**src/rtl/uart_tx_scheduler_if.sv**
```systemverilog
// ============================================================================
// uart_tx_scheduler_if -- requester and tx_module side signals of the scheduler
// Revision 1.0
// ============================================================================
`default_nettype none

interface uart_tx_scheduler_if #(
  parameter int NUM_REQ         = 4,
  parameter int MAX_UART_DATA_W = 8,
  parameter int TOTAL_CONF_W    = 5,
  parameter int GAP_W           = 8
);
  localparam int ID_W = $clog2(NUM_REQ);

  logic                                 enable_i;
  logic [TOTAL_CONF_W-1:0]              conf_i;
  logic [GAP_W-1:0]                     gap_i;
  logic [NUM_REQ-1:0]                   req_valid_i;
  logic [NUM_REQ*MAX_UART_DATA_W-1:0]   req_data_i;
  logic [NUM_REQ-1:0]                   req_ready_o;
  logic [NUM_REQ-1:0]                   req_sent_o;
  logic [ID_W-1:0]                      grant_id_o;
  logic                                 tx_en_o;
  logic                                 tx_start_o;
  logic [TOTAL_CONF_W-1:0]              tx_conf_o;
  logic [MAX_UART_DATA_W-1:0]           tx_data_o;
  logic                                 tx_done_i;
  logic                                 tx_busy_i;
  logic                                 busy_o;
  logic                                 timeout_o;

  // The scheduler itself is the master.
  modport master (
    input  enable_i, conf_i, gap_i, req_valid_i, req_data_i, tx_done_i, tx_busy_i,
    output req_ready_o, req_sent_o, grant_id_o, tx_en_o, tx_start_o, tx_conf_o,
           tx_data_o, busy_o, timeout_o
  );

  modport slave (
    output enable_i, conf_i, gap_i, req_valid_i, req_data_i, tx_done_i, tx_busy_i,
    input  req_ready_o, req_sent_o, grant_id_o, tx_en_o, tx_start_o, tx_conf_o,
           tx_data_o, busy_o, timeout_o
  );
endinterface

`default_nettype wire

```
**src/rtl/uart_tx_scheduler.sv**
```systemverilog
// ============================================================================
// uart_tx_scheduler -- round-robin sharing of one tx_module among NUM_REQ byte sources
// Revision 1.0
// ============================================================================
`default_nettype none

module uart_tx_scheduler #(
  parameter int NUM_REQ         = 4,
  parameter int MAX_UART_DATA_W = 8,
  parameter int TOTAL_CONF_W    = 5,
  parameter int GAP_W           = 8,
  parameter int TIMEOUT_W       = 16
) (
  input  logic                 clk_i,
  input  logic                 rst_ni,
  uart_tx_scheduler_if.master  bus
);
  localparam int ID_W = $clog2(NUM_REQ);
  localparam logic [TIMEOUT_W-1:0] WD_LAST = {{(TIMEOUT_W-1){1'b1}}, 1'b0};

  typedef enum logic [1:0] {
    ST_IDLE      = 2'd0,
    ST_START     = 2'd1,
    ST_WAIT_DONE = 2'd2,
    ST_GAP       = 2'd3
  } state_e;

  state_e                     state_q, state_d;
  logic [ID_W-1:0]            ptr_q, ptr_d;
  logic [ID_W-1:0]            grant_id_q, grant_id_d;
  logic [GAP_W-1:0]           gap_cnt_q, gap_cnt_d;
  logic [TIMEOUT_W-1:0]       wd_q, wd_d;
  logic [NUM_REQ-1:0]         req_ready_q, req_ready_d;
  logic [NUM_REQ-1:0]         req_sent_q, req_sent_d;
  logic                       tx_en_q, tx_en_d;
  logic                       tx_start_q, tx_start_d;
  logic [TOTAL_CONF_W-1:0]    tx_conf_q, tx_conf_d;
  logic [MAX_UART_DATA_W-1:0] tx_data_q, tx_data_d;
  logic                       busy_q, busy_d;
  logic                       timeout_q, timeout_d;

  logic                       arb_found;
  logic                       arb_hi_found;
  logic [ID_W-1:0]            arb_hi_idx;
  logic [ID_W-1:0]            arb_lo_idx;
  logic [ID_W-1:0]            arb_winner;
  logic [MAX_UART_DATA_W-1:0] win_data;
  logic                       frame_end;

  // Lowest valid index at/above the pointer wins; otherwise the lowest valid index overall.
  always_comb begin
    arb_found    = 1'b0;
    arb_hi_found = 1'b0;
    arb_hi_idx   = '0;
    arb_lo_idx   = '0;
    for (int k = NUM_REQ - 1; k >= 0; k--) begin
      if (bus.req_valid_i[k]) begin
        arb_found  = 1'b1;
        arb_lo_idx = ID_W'(k);
        if (ID_W'(k) >= ptr_q) begin
          arb_hi_found = 1'b1;
          arb_hi_idx   = ID_W'(k);
        end
      end
    end
    arb_winner = arb_hi_found ? arb_hi_idx : arb_lo_idx;
  end

  always_comb begin
    win_data = '0;
    for (int k = 0; k < NUM_REQ; k++) begin
      if (ID_W'(k) == arb_winner) begin
        win_data = bus.req_data_i[k*MAX_UART_DATA_W +: MAX_UART_DATA_W];
      end
    end
  end

  always_comb begin
    state_d     = state_q;
    ptr_d       = ptr_q;
    grant_id_d  = grant_id_q;
    gap_cnt_d   = gap_cnt_q;
    wd_d        = wd_q;
    req_ready_d = '0;
    req_sent_d  = '0;
    tx_start_d  = 1'b0;
    tx_conf_d   = tx_conf_q;
    tx_data_d   = tx_data_q;
    timeout_d   = timeout_q;
    frame_end   = 1'b0;

    case (state_q)
      ST_IDLE: begin
        if (bus.enable_i && arb_found && !bus.tx_busy_i) begin
          req_ready_d = NUM_REQ'(1) << arb_winner;
          tx_data_d   = win_data;
          tx_conf_d   = bus.conf_i;
          grant_id_d  = arb_winner;
          ptr_d       = (arb_winner == ID_W'(NUM_REQ - 1)) ? '0 : arb_winner + ID_W'(1);
          state_d     = ST_START;
        end
      end
      ST_START: begin
        tx_start_d = 1'b1;
        wd_d       = '0;
        state_d    = ST_WAIT_DONE;
      end
      ST_WAIT_DONE: begin
        wd_d = wd_q + TIMEOUT_W'(1);
        // A done arriving on the saturation cycle still counts as a good frame.
        if (bus.tx_done_i) begin
          req_sent_d = NUM_REQ'(1) << grant_id_q;
          frame_end  = 1'b1;
        end else if (wd_q == WD_LAST) begin
          timeout_d = 1'b1;
          frame_end = 1'b1;
        end
      end
      ST_GAP: begin
        if (gap_cnt_q == '0) begin
          state_d = ST_IDLE;
        end else begin
          gap_cnt_d = gap_cnt_q - GAP_W'(1);
        end
      end
      default: state_d = ST_IDLE;
    endcase

    if (frame_end) begin
      if (bus.gap_i == '0) begin
        state_d = ST_IDLE;
      end else begin
        state_d   = ST_GAP;
        gap_cnt_d = bus.gap_i - GAP_W'(1);
      end
    end
  end

  // tx_en is held high while a frame is in flight so enable_i cannot cut it off.
  assign tx_en_d = bus.enable_i || (state_d == ST_START) || (state_d == ST_WAIT_DONE);
  assign busy_d  = (state_d != ST_IDLE);

  always_ff @(posedge clk_i or negedge rst_ni) begin
    if (!rst_ni) begin
      state_q     <= ST_IDLE;
      ptr_q       <= '0;
      grant_id_q  <= '0;
      gap_cnt_q   <= '0;
      wd_q        <= '0;
      req_ready_q <= '0;
      req_sent_q  <= '0;
      tx_en_q     <= 1'b0;
      tx_start_q  <= 1'b0;
      tx_conf_q   <= '0;
      tx_data_q   <= '0;
      busy_q      <= 1'b0;
      timeout_q   <= 1'b0;
    end else begin
      state_q     <= state_d;
      ptr_q       <= ptr_d;
      grant_id_q  <= grant_id_d;
      gap_cnt_q   <= gap_cnt_d;
      wd_q        <= wd_d;
      req_ready_q <= req_ready_d;
      req_sent_q  <= req_sent_d;
      tx_en_q     <= tx_en_d;
      tx_start_q  <= tx_start_d;
      tx_conf_q   <= tx_conf_d;
      tx_data_q   <= tx_data_d;
      busy_q      <= busy_d;
      timeout_q   <= timeout_d;
    end
  end

  assign bus.req_ready_o = req_ready_q;
  assign bus.req_sent_o  = req_sent_q;
  assign bus.grant_id_o  = grant_id_q;
  assign bus.tx_en_o     = tx_en_q;
  assign bus.tx_start_o  = tx_start_q;
  assign bus.tx_conf_o   = tx_conf_q;
  assign bus.tx_data_o   = tx_data_q;
  assign bus.busy_o      = busy_q;
  assign bus.timeout_o   = timeout_q;

endmodule

`default_nettype wire
```
**src/flat_wrapper.sv**
```systemverilog
// flat-port wrapper written by rule: the top's interface ports become plain ports
module uart_tx_scheduler_flat 
#(
  parameter int NUM_REQ         = 4,
  parameter int MAX_UART_DATA_W = 8,
  parameter int TOTAL_CONF_W    = 5,
  parameter int GAP_W           = 8,
  parameter int TIMEOUT_W       = 16
)
  (clk_i, rst_ni, bus_enable_i, bus_conf_i, bus_gap_i, bus_req_valid_i, bus_req_data_i, bus_tx_done_i, bus_tx_busy_i, bus_req_ready_o, bus_req_sent_o, bus_grant_id_o, bus_tx_en_o, bus_tx_start_o, bus_tx_conf_o, bus_tx_data_o, bus_busy_o, bus_timeout_o);
  uart_tx_scheduler_if #(.NUM_REQ(NUM_REQ), .MAX_UART_DATA_W(MAX_UART_DATA_W), .TOTAL_CONF_W(TOTAL_CONF_W), .GAP_W(GAP_W)) bus_i ();
  input  logic clk_i;
  input  logic rst_ni;
  input wire logic [$bits(bus_i.enable_i)-1:0] bus_enable_i;
  input wire logic [$bits(bus_i.conf_i)-1:0] bus_conf_i;
  input wire logic [$bits(bus_i.gap_i)-1:0] bus_gap_i;
  input wire logic [$bits(bus_i.req_valid_i)-1:0] bus_req_valid_i;
  input wire logic [$bits(bus_i.req_data_i)-1:0] bus_req_data_i;
  input wire logic [$bits(bus_i.tx_done_i)-1:0] bus_tx_done_i;
  input wire logic [$bits(bus_i.tx_busy_i)-1:0] bus_tx_busy_i;
  output wire logic [$bits(bus_i.req_ready_o)-1:0] bus_req_ready_o;
  output wire logic [$bits(bus_i.req_sent_o)-1:0] bus_req_sent_o;
  output wire logic [$bits(bus_i.grant_id_o)-1:0] bus_grant_id_o;
  output wire logic [$bits(bus_i.tx_en_o)-1:0] bus_tx_en_o;
  output wire logic [$bits(bus_i.tx_start_o)-1:0] bus_tx_start_o;
  output wire logic [$bits(bus_i.tx_conf_o)-1:0] bus_tx_conf_o;
  output wire logic [$bits(bus_i.tx_data_o)-1:0] bus_tx_data_o;
  output wire logic [$bits(bus_i.busy_o)-1:0] bus_busy_o;
  output wire logic [$bits(bus_i.timeout_o)-1:0] bus_timeout_o;
  assign bus_i.enable_i = bus_enable_i;
  assign bus_i.conf_i = bus_conf_i;
  assign bus_i.gap_i = bus_gap_i;
  assign bus_i.req_valid_i = bus_req_valid_i;
  assign bus_i.req_data_i = bus_req_data_i;
  assign bus_i.tx_done_i = bus_tx_done_i;
  assign bus_i.tx_busy_i = bus_tx_busy_i;
  assign bus_req_ready_o = bus_i.req_ready_o;
  assign bus_req_sent_o = bus_i.req_sent_o;
  assign bus_grant_id_o = bus_i.grant_id_o;
  assign bus_tx_en_o = bus_i.tx_en_o;
  assign bus_tx_start_o = bus_i.tx_start_o;
  assign bus_tx_conf_o = bus_i.tx_conf_o;
  assign bus_tx_data_o = bus_i.tx_data_o;
  assign bus_busy_o = bus_i.busy_o;
  assign bus_timeout_o = bus_i.timeout_o;
  uart_tx_scheduler #(.NUM_REQ(NUM_REQ), .MAX_UART_DATA_W(MAX_UART_DATA_W), .TOTAL_CONF_W(TOTAL_CONF_W), .GAP_W(GAP_W), .TIMEOUT_W(TIMEOUT_W)) u_core (.clk_i(clk_i), .rst_ni(rst_ni), .bus(bus_i));
endmodule
```
**config.mk**
```make
export PLATFORM = sky130hd
export DESIGN_NAME = uart_tx_scheduler_flat
export DESIGN_NICKNAME = d
export VERILOG_FILES = /design/src/rtl/uart_tx_scheduler_if.sv /design/src/rtl/uart_tx_scheduler.sv /design/src/flat_wrapper.sv
export SDC_FILE = /design/constraint.sdc
export NUM_CORES = 1
export LEC_CHECK = 0
export BUFFER_PORTS_ARGS = -buffer_cell sky130_fd_sc_hd__buf_2
export CAP_MARGIN = 20
export CELL_PAD_IN_SITES_DETAIL_PLACEMENT = 2
export CELL_PAD_IN_SITES_GLOBAL_PLACEMENT = 2
export CORE_MARGIN = 4
export CORE_UTILIZATION = 32
export CTS_CLUSTER_SIZE = 8
export DETAILED_ROUTE_END_ITERATION = 7
export PLACE_DENSITY = 0.85
export SETUP_SLACK_MARGIN = 0.02
export SLEW_MARGIN = 15
export SYNTH_ARGS = -nofsm -noshare
export SYNTH_HDL_FRONTEND = slang
export SYNTH_SLANG_ARGS = --single-unit
```
**constraint.sdc**
```tcl
create_clock -name clk_i -period 2.8 [get_ports clk_i]
set_input_delay 0.56 -clock clk_i [delete_from_list [all_inputs] [get_ports clk_i]]
set_output_delay 0.56 -clock clk_i [all_outputs]
set_load 0.01 [all_outputs]
```
* Word-level counts from Yosys, hierarchy flattened *
Index checks and enable logic that the tools add are counted.

cells by class
  $lt $le $gt $ge = 4
  reductions and logical operators = 13
  add/sub/neg operators = 4
  bitwise gates (word level) = 1
  eq/ne operators = 10
  multiplexer cells = 48
  shift-type cells = 2

operator list
  operator                                                           number
  two-way mux 8 bit                                                  8
  two-way mux 2 bit                                                  18
  one-hot mux 16 bit (2 select lines)                                1
  adder 16 x 1 -> 16 bit (second input constant)                     1
  equality test 16 bit (second input constant)                       1
  logical NOT 8 bit                                                  2
  two-way mux 1 bit                                                  16
  two-way mux 4 bit                                                  4
  subtractor 8 x 1 -> 8 bit (second input constant)                  2
  equality test 2 bit (second input constant)                        4
  << shifter 1 x 2 -> 4 bit (first input constant)                   2
  one-hot mux 2 bit (3 select lines)                                 1
  equality test 2 x 1 -> 1 bit (second input constant)               2
  equality test 2 bit (first input constant)                         2
  greater-or-equal comparator 1 x 2 -> 1 bit (first input constant)  2
  greater-or-equal comparator 2 bit (first input constant)           2
  logical NOT 2 bit                                                  2
  nonzero test 2 bit                                                 2
  AND reduction 3 bit                                                1
  adder 2 x 1 -> 2 bit (second input constant)                       1
  equality test 1 x 2 -> 1 bit (first input constant)                1
  logical AND 1 bit                                                  2
  logical OR 1 bit                                                   2
  AND reduction 2 bit                                                1
  2 further kinds                                                    2

storage, ports and cells
  register bits after elaboration = 55
  word-level logic and storage cells = 95

* Depth between registers and ports, before layout *
  word-level depth = 15
  gate-level depth with buffers = 13
  gate-level depth less buffers = 11

* Worst setup path before layout *
OpenSTA, ideal clock, no wires.

  kind = input -> register
  from = in bus_req_valid_i[1]
  to = reg u_core.tx_data_q[7], in the netlist u_core.bus.tx_data_o[7]
  cell stages on the path = 12
  path slack = 406 ps
  buffers on the path = 2
  data arrival time = 2,316 ps
  library setup time = 77 ps
  path through = or2_2 -> o311ai_0 -> o21a_1 -> inv_1 -> ha_1 -> clkbuf_1 -> nor2b_1 -> clkbuf_1 -> a221oi_1 -> nor3_1 -> a21oi_1 -> a21oi_1

between the ends
  longest elaborated chain between the ends = 9
  elaborated cells between the ends (all ways) = 22
  those cells by class = eq/ne (3); mux (15); reduce/logical (4)

ends and longest elaborated chain
  item                                                    RTL line                  RTL
  start, declared                                         flat_wrapper.sv:17        input wire logic [$bits(bus_i.req_valid_i)-1:0] bus_req_valid_i;
  two-way mux 2 bit or two-way mux 1 bit (tied branches)  uart_tx_scheduler.sv:57   if (bus.req_valid_i[k]) begin
  two-way mux 2 bit or two-way mux 1 bit (tied branches)  uart_tx_scheduler.sv:60   if (ID_W'(k) >= ptr_q) begin
  two-way mux 2 bit or two-way mux 1 bit (tied branches)  uart_tx_scheduler.sv:57
  two-way mux 2 bit (*)                                   uart_tx_scheduler.sv:66   arb_winner = arb_hi_found ? arb_hi_idx : arb_lo_idx;
  via u_core.arb_winner[1]                                uart_tx_scheduler.sv:46   logic [ID_W-1:0] arb_winner;
  logical NOT 2 bit                                       uart_tx_scheduler.sv:72   if (ID_W'(k) == arb_winner) begin
  two-way mux 8 bit (3 in series)                         uart_tx_scheduler.sv:72
  two-way mux 8 bit (*)                                   uart_tx_scheduler.sv:72
  end signal, assigned                                    uart_tx_scheduler.sv:169  tx_data_q <= tx_data_d;
  end, declared                                           uart_tx_scheduler.sv:38   logic [MAX_UART_DATA_W-1:0] tx_data_q, tx_data_d;

The timed path passes the listed nets; every way through them passes the cells marked *.
A chain may end at the register's enable or synchronous reset.

* Worst setup path after layout *
  from = reg u_core.ptr_q[1]
  to = reg u_core.tx_data_q[2], in the netlist u_core.bus.tx_data_o[2]

between the ends
  longest elaborated chain between the ends = 15
  elaborated cells between the ends (all ways) = 29
  those cells by class = order compare (4); eq/ne (3); mux (21); reduce/logical (1)

ends and longest elaborated chain
  item                                                    RTL line                  RTL
  start, declared                                         uart_tx_scheduler.sv:29   logic [ID_W-1:0] ptr_q, ptr_d;
  start signal, assigned                                  uart_tx_scheduler.sv:160  ptr_q <= ptr_d;
  greater-or-equal comparator 2 bit                       uart_tx_scheduler.sv:60
  two-way mux 2 bit or two-way mux 1 bit (tied branches)  uart_tx_scheduler.sv:60
  two-way mux 2 bit or two-way mux 1 bit (tied branches)  uart_tx_scheduler.sv:57
  two-way mux 2 bit or two-way mux 1 bit (tied branches)  uart_tx_scheduler.sv:60
  two-way mux 2 bit or two-way mux 1 bit (tied branches)  uart_tx_scheduler.sv:57
  two-way mux 2 bit or two-way mux 1 bit (tied branches)  uart_tx_scheduler.sv:60
  two-way mux 2 bit or two-way mux 1 bit (tied branches)  uart_tx_scheduler.sv:57
  two-way mux 2 bit or two-way mux 1 bit (tied branches)  uart_tx_scheduler.sv:60
  two-way mux 2 bit or two-way mux 1 bit (tied branches)  uart_tx_scheduler.sv:57
  two-way mux 2 bit (*)                                   uart_tx_scheduler.sv:66
  via u_core.arb_winner[1]                                uart_tx_scheduler.sv:46
  logical NOT 2 bit                                       uart_tx_scheduler.sv:72
  two-way mux 8 bit (3 in series)                         uart_tx_scheduler.sv:72
  two-way mux 8 bit (*)                                   uart_tx_scheduler.sv:72

Marked as above.

==> flow_summary.yaml <==
yosys:
  syn_inst: 315
  synth_seq_cells: 55
  yosysWarnings: 0
  synth_top_area_share_pct: 45.38
  synthArstFlopShare_pct: 100.0
  synth_fp_nets: 382
  synth_edf_count: 0
  netlist_top_cells_area: "dfrtp_1 45%, ha_1 5.4%, a21oi_1 4.3%, nor2_1 4.1%, mux2i_1 4.0%"
  ys_seq_area_share_pct: 45.38
  syn_avg_cell_area_sq_um: 9.628
  yosysTopAreaCell: "dfrtp_1"
  synth_cell_type_count: 44
  synth_top_flop_cell: "dfrtp_1"
  synthesis.area_sq_um: 3033
worst_setup_path:
  crit_arrival_ns: 2.69
  worst-path-buf-inv: 1
  path_cells: "o311ai_0, o21a_1, inv_1, ha_1, nor2b_2, a221oi_1, nor3_1, a21oi_1, a21oi_1"
  crit_path_max_incr_delay_ns: 0.45
  path_class: "flip-flop to flip-flop"
  cp_slowest_cell: "dfrtp_1"
  cp.required_ns: 3.03
  cp-start-kind: "flip-flop"
  cp_top_family: "compound AO/OA/AOI/OAI gates"
  crit_top_cell: "a21oi_1"
  path_max_fanout: 8
  end_kind: "flip-flop"
clocking:
  cts_inserted_buffers: 5
  post_cts_buffers: 0
  cts_num_sinks: 55
  cts-root-buf: "clkbuf_8"
  cts_tree: "built"
  clock_path_buffers: 2
  cts_hold_repair.buffers: 0
  htreeDepth: 2
  clkLatencyLatePin_ns: 0.31
  cts-resized-gates: 0
  clk_pin_slew_worst_paths_ns: 0.11
finish:
  postLayoutCellArea_sq_um: 3720
  final_nets: 465
  antenna_cells: 0
  fill_cells: 1030
  synthToLayoutAreaGrowth_pct: 22.65
  final_util_pct: 40.26
  drive_above_1_share_pct: 27.14
detailed_routing:
  num_vias: 2689
  drc_errors: 0
  wire_per_inst_um: 18.12
  wl_um: 9548
  ant_nets: 0
  detail_route.vias_per_cell: 5.102
  drt-initial-drc-count: 94
  dr.pass1.iters: 4
floorplanning:
  die_w_um: 105.4
  fp.coreArea_sq_um: 9240
  ios: 81
  die_area_sq_um: 11100
  die_h_um: 105.4
  rows: 35
  start_util_pct: 32.82
pwr:
  comb_power_share_pct: 48.3
  p_sw_share_pct: 42.89
  p_clk_share_pct: 15.1
  power_frac_seq_pct: 36.7
  p_switching_mw: 1.481
  ir_drop_uv: 359.1
  leakagePower_nw: 1.740
  internal_power_mw: 1.971
  power_density_nw_per_um2: 928.1
timing:
  period_share_pct: 87.68
  fin_crit_ns: 2.455
  fin_worst_skew_ns: 0.01879
  timing.fmax_mhz: 407.3
  worstMarginPinSlew_ns: 0.9882
  hold_viol: 0
  slew_headroom_pct: 34.05
  rsz0062_at_grt: "false"
  setup_viol: 0
  tns_ns: 0
  drv_slew: 0
grt:
  grt_max_degree: 39
  grt_pass1_wl_um: 15610
  grt_pass1_vias: 2999
  grtUsageTotal_pct: 17.44
  antenna_found_initial: 0
  grt_remaining_overflow: 0
placed_design:
  hpwl_um: 7104
  placed_area_sq_um: 3615
  gp_congestion: 0.8006
  io_buffers: 80
min_path:
  hold_path.class: "input port to asynchronous set/reset pin"
outcome:
  status: "complete, no violations"
flow_run:
  drv_cap: 0
## cell families (layout without fill, tap and decap cells)
group | Yosys count | after routing | synth area share (%)
buf+inv | 29 | 112 | 3.630
simple gates | 119 | 119 | 20.13
flops | 55 | 55 | 45.38
compound gates | 63 | 63 | 14.03
mux | 19 | 19 | 6.560
fa+ha+maj | 13 | 13 | 5.363
xor+xnor | 17 | 17 | 4.909
## through the flow
| step | worst slack, ns | instances | power, mW | hold WS (ns) |
|---|---|---|---|---|
| 6_report | 0.3449 | 527 | 3.452 | 0.3565 |
| 5_1_grt | 0.05351 | 527 | 3.731 | 0.4245 |
| 4_1_cts | 0.1465 | 527 | 3.491 | 0.3853 |
| 3_5_place_dp | -0.1227 | 520 | 2.915 | 0.4646 |
| 3_3_place_gp | 0.1346 | 520 | 2.789 | 0.4587 |
| 2_1_floorplan | 0.4062 | 315 | 2.296 | 0.2644 |
## path summary, 6_finish.rpt
path                            slack, ns                                  end  cells past startpoint                              from
min in group clk_i                   0.48  u_core.bus.tx_conf_o[0]$_DFFE_PN0P_                      2                     bus_conf_i[0]
worst max register to register       0.34  u_core.bus.tx_data_o[2]$_DFFE_PN0P_                      9       u_core.ptr_q[1]$_DFFE_PN0P_
worst min register to register       0.49     u_core.bus.timeout_o$_DFFE_PN0P_                      1  u_core.bus.timeout_o$_DFFE_PN0P_
max in group asynchronous            1.71           u_core.wd_q[3]$_DFFE_PN0P_                      2                            rst_ni
worst max-delay path                 0.34  u_core.bus.tx_data_o[2]$_DFFE_PN0P_                      9       u_core.ptr_q[1]$_DFFE_PN0P_
worst min-delay path                 0.36  u_core.bus.tx_data_o[2]$_DFFE_PN0P_                      1                            rst_ni
## placed cells by master, fill, tap and decap left out, types with 2 or more instances in the layout
master     n
o21ai_0    9
a21oi_1   26
mux2i_1   12
and2_1     4
ha_1      13
and3_1     2
clkbuf_8   5
o22ai_1    2
mux2_2     7
or2_2      2
o311ai_0   2
o21bai_1   2
xnor2_1    8
nor4_1     5
buf_2     80
dfrtp_1   55
a221oi_1   8
nor3_1    16
or3_1      3
nor4b_1    2
xor2_1     9
nor2_1    32
a22o_1     3
buf_4      9
nand3_1   11
inv_1     16
nand3b_1   3
nor2b_1   11
nand2_1   14
nand4_1    3
nand2b_1   6
## area by class of cell
class	instances	area, sq um	share of cell area (%)
Sequential cell	55	1376	37.00
Tap cell	129	161.4	4.339
Clock buffer	6	72.57	1.951
Inverter	16	60.06	1.615
Multi-Input combinational cell	231	1551	41.71
Timing Repair Buffer	89	467.9	12.58
Clock inverter	1	30.03	0.8073
## cell usage after synthesis, drive strengths merged (4+ instances only)
| master | count |
|---|---|
| dfrtp | 55 |
| nor2 | 33 |
| a21oi | 26 |
| inv | 16 |
| nor3 | 16 |
| nand2 | 14 |
| ha | 13 |
| clkbuf | 12 |
| mux2i | 12 |
| nor2b | 12 |
| nand3 | 11 |
| o21ai | 9 |
| xor2 | 9 |
| a221oi | 8 |
| xnor2 | 8 |
| mux2 | 7 |
| nand2b | 6 |
| nor4 | 5 |
| and2 | 4 |
## state kept, by name, summed over array words and instances (netlist names)
register	flops
u_core.bus.timeout_o	1
u_core.bus.req_sent_o	4
u_core.state_q	2
u_core.wd_q	16
u_core.bus.busy_o	1
u_core.bus.tx_start_o	1
u_core.bus.tx_conf_o	5
u_core.gap_cnt_q	8
u_core.bus.req_ready_o	4
u_core.bus.tx_en_o	1
u_core.bus.tx_data_o	8
u_core.ptr_q	2
u_core.bus.grant_id_o	2
## power groups by stage
stage                     logic (mW)  registers [mW]  clock network, mW
after floorplan                 1.01            1.29                  0
after global placement          1.53            1.26                  0
after detailed placement        1.64            1.28                  0
after CTS                       1.69            1.27              0.535
after global routing            1.85            1.31              0.572
final                           1.67            1.27              0.520
## per-layer routing
| layer | track usage [%] | up-vias | share of wire [%] | routed length (um) |
|---|---|---|---|---|
| met5 | 0 | - | 0 | 0 |
| met4 | 4.217 | 0 | 1.5 | 142 |
| met3 | 2.756 | 11 | 2.8 | 271 |
| met2 | 31.56 | 44 | 53 | 5019 |
| met1 | 21.57 | 1365 | 43 | 4114 |
| li1 | - | 1269 | - | - |
Power figures use the tool's default switching activity.
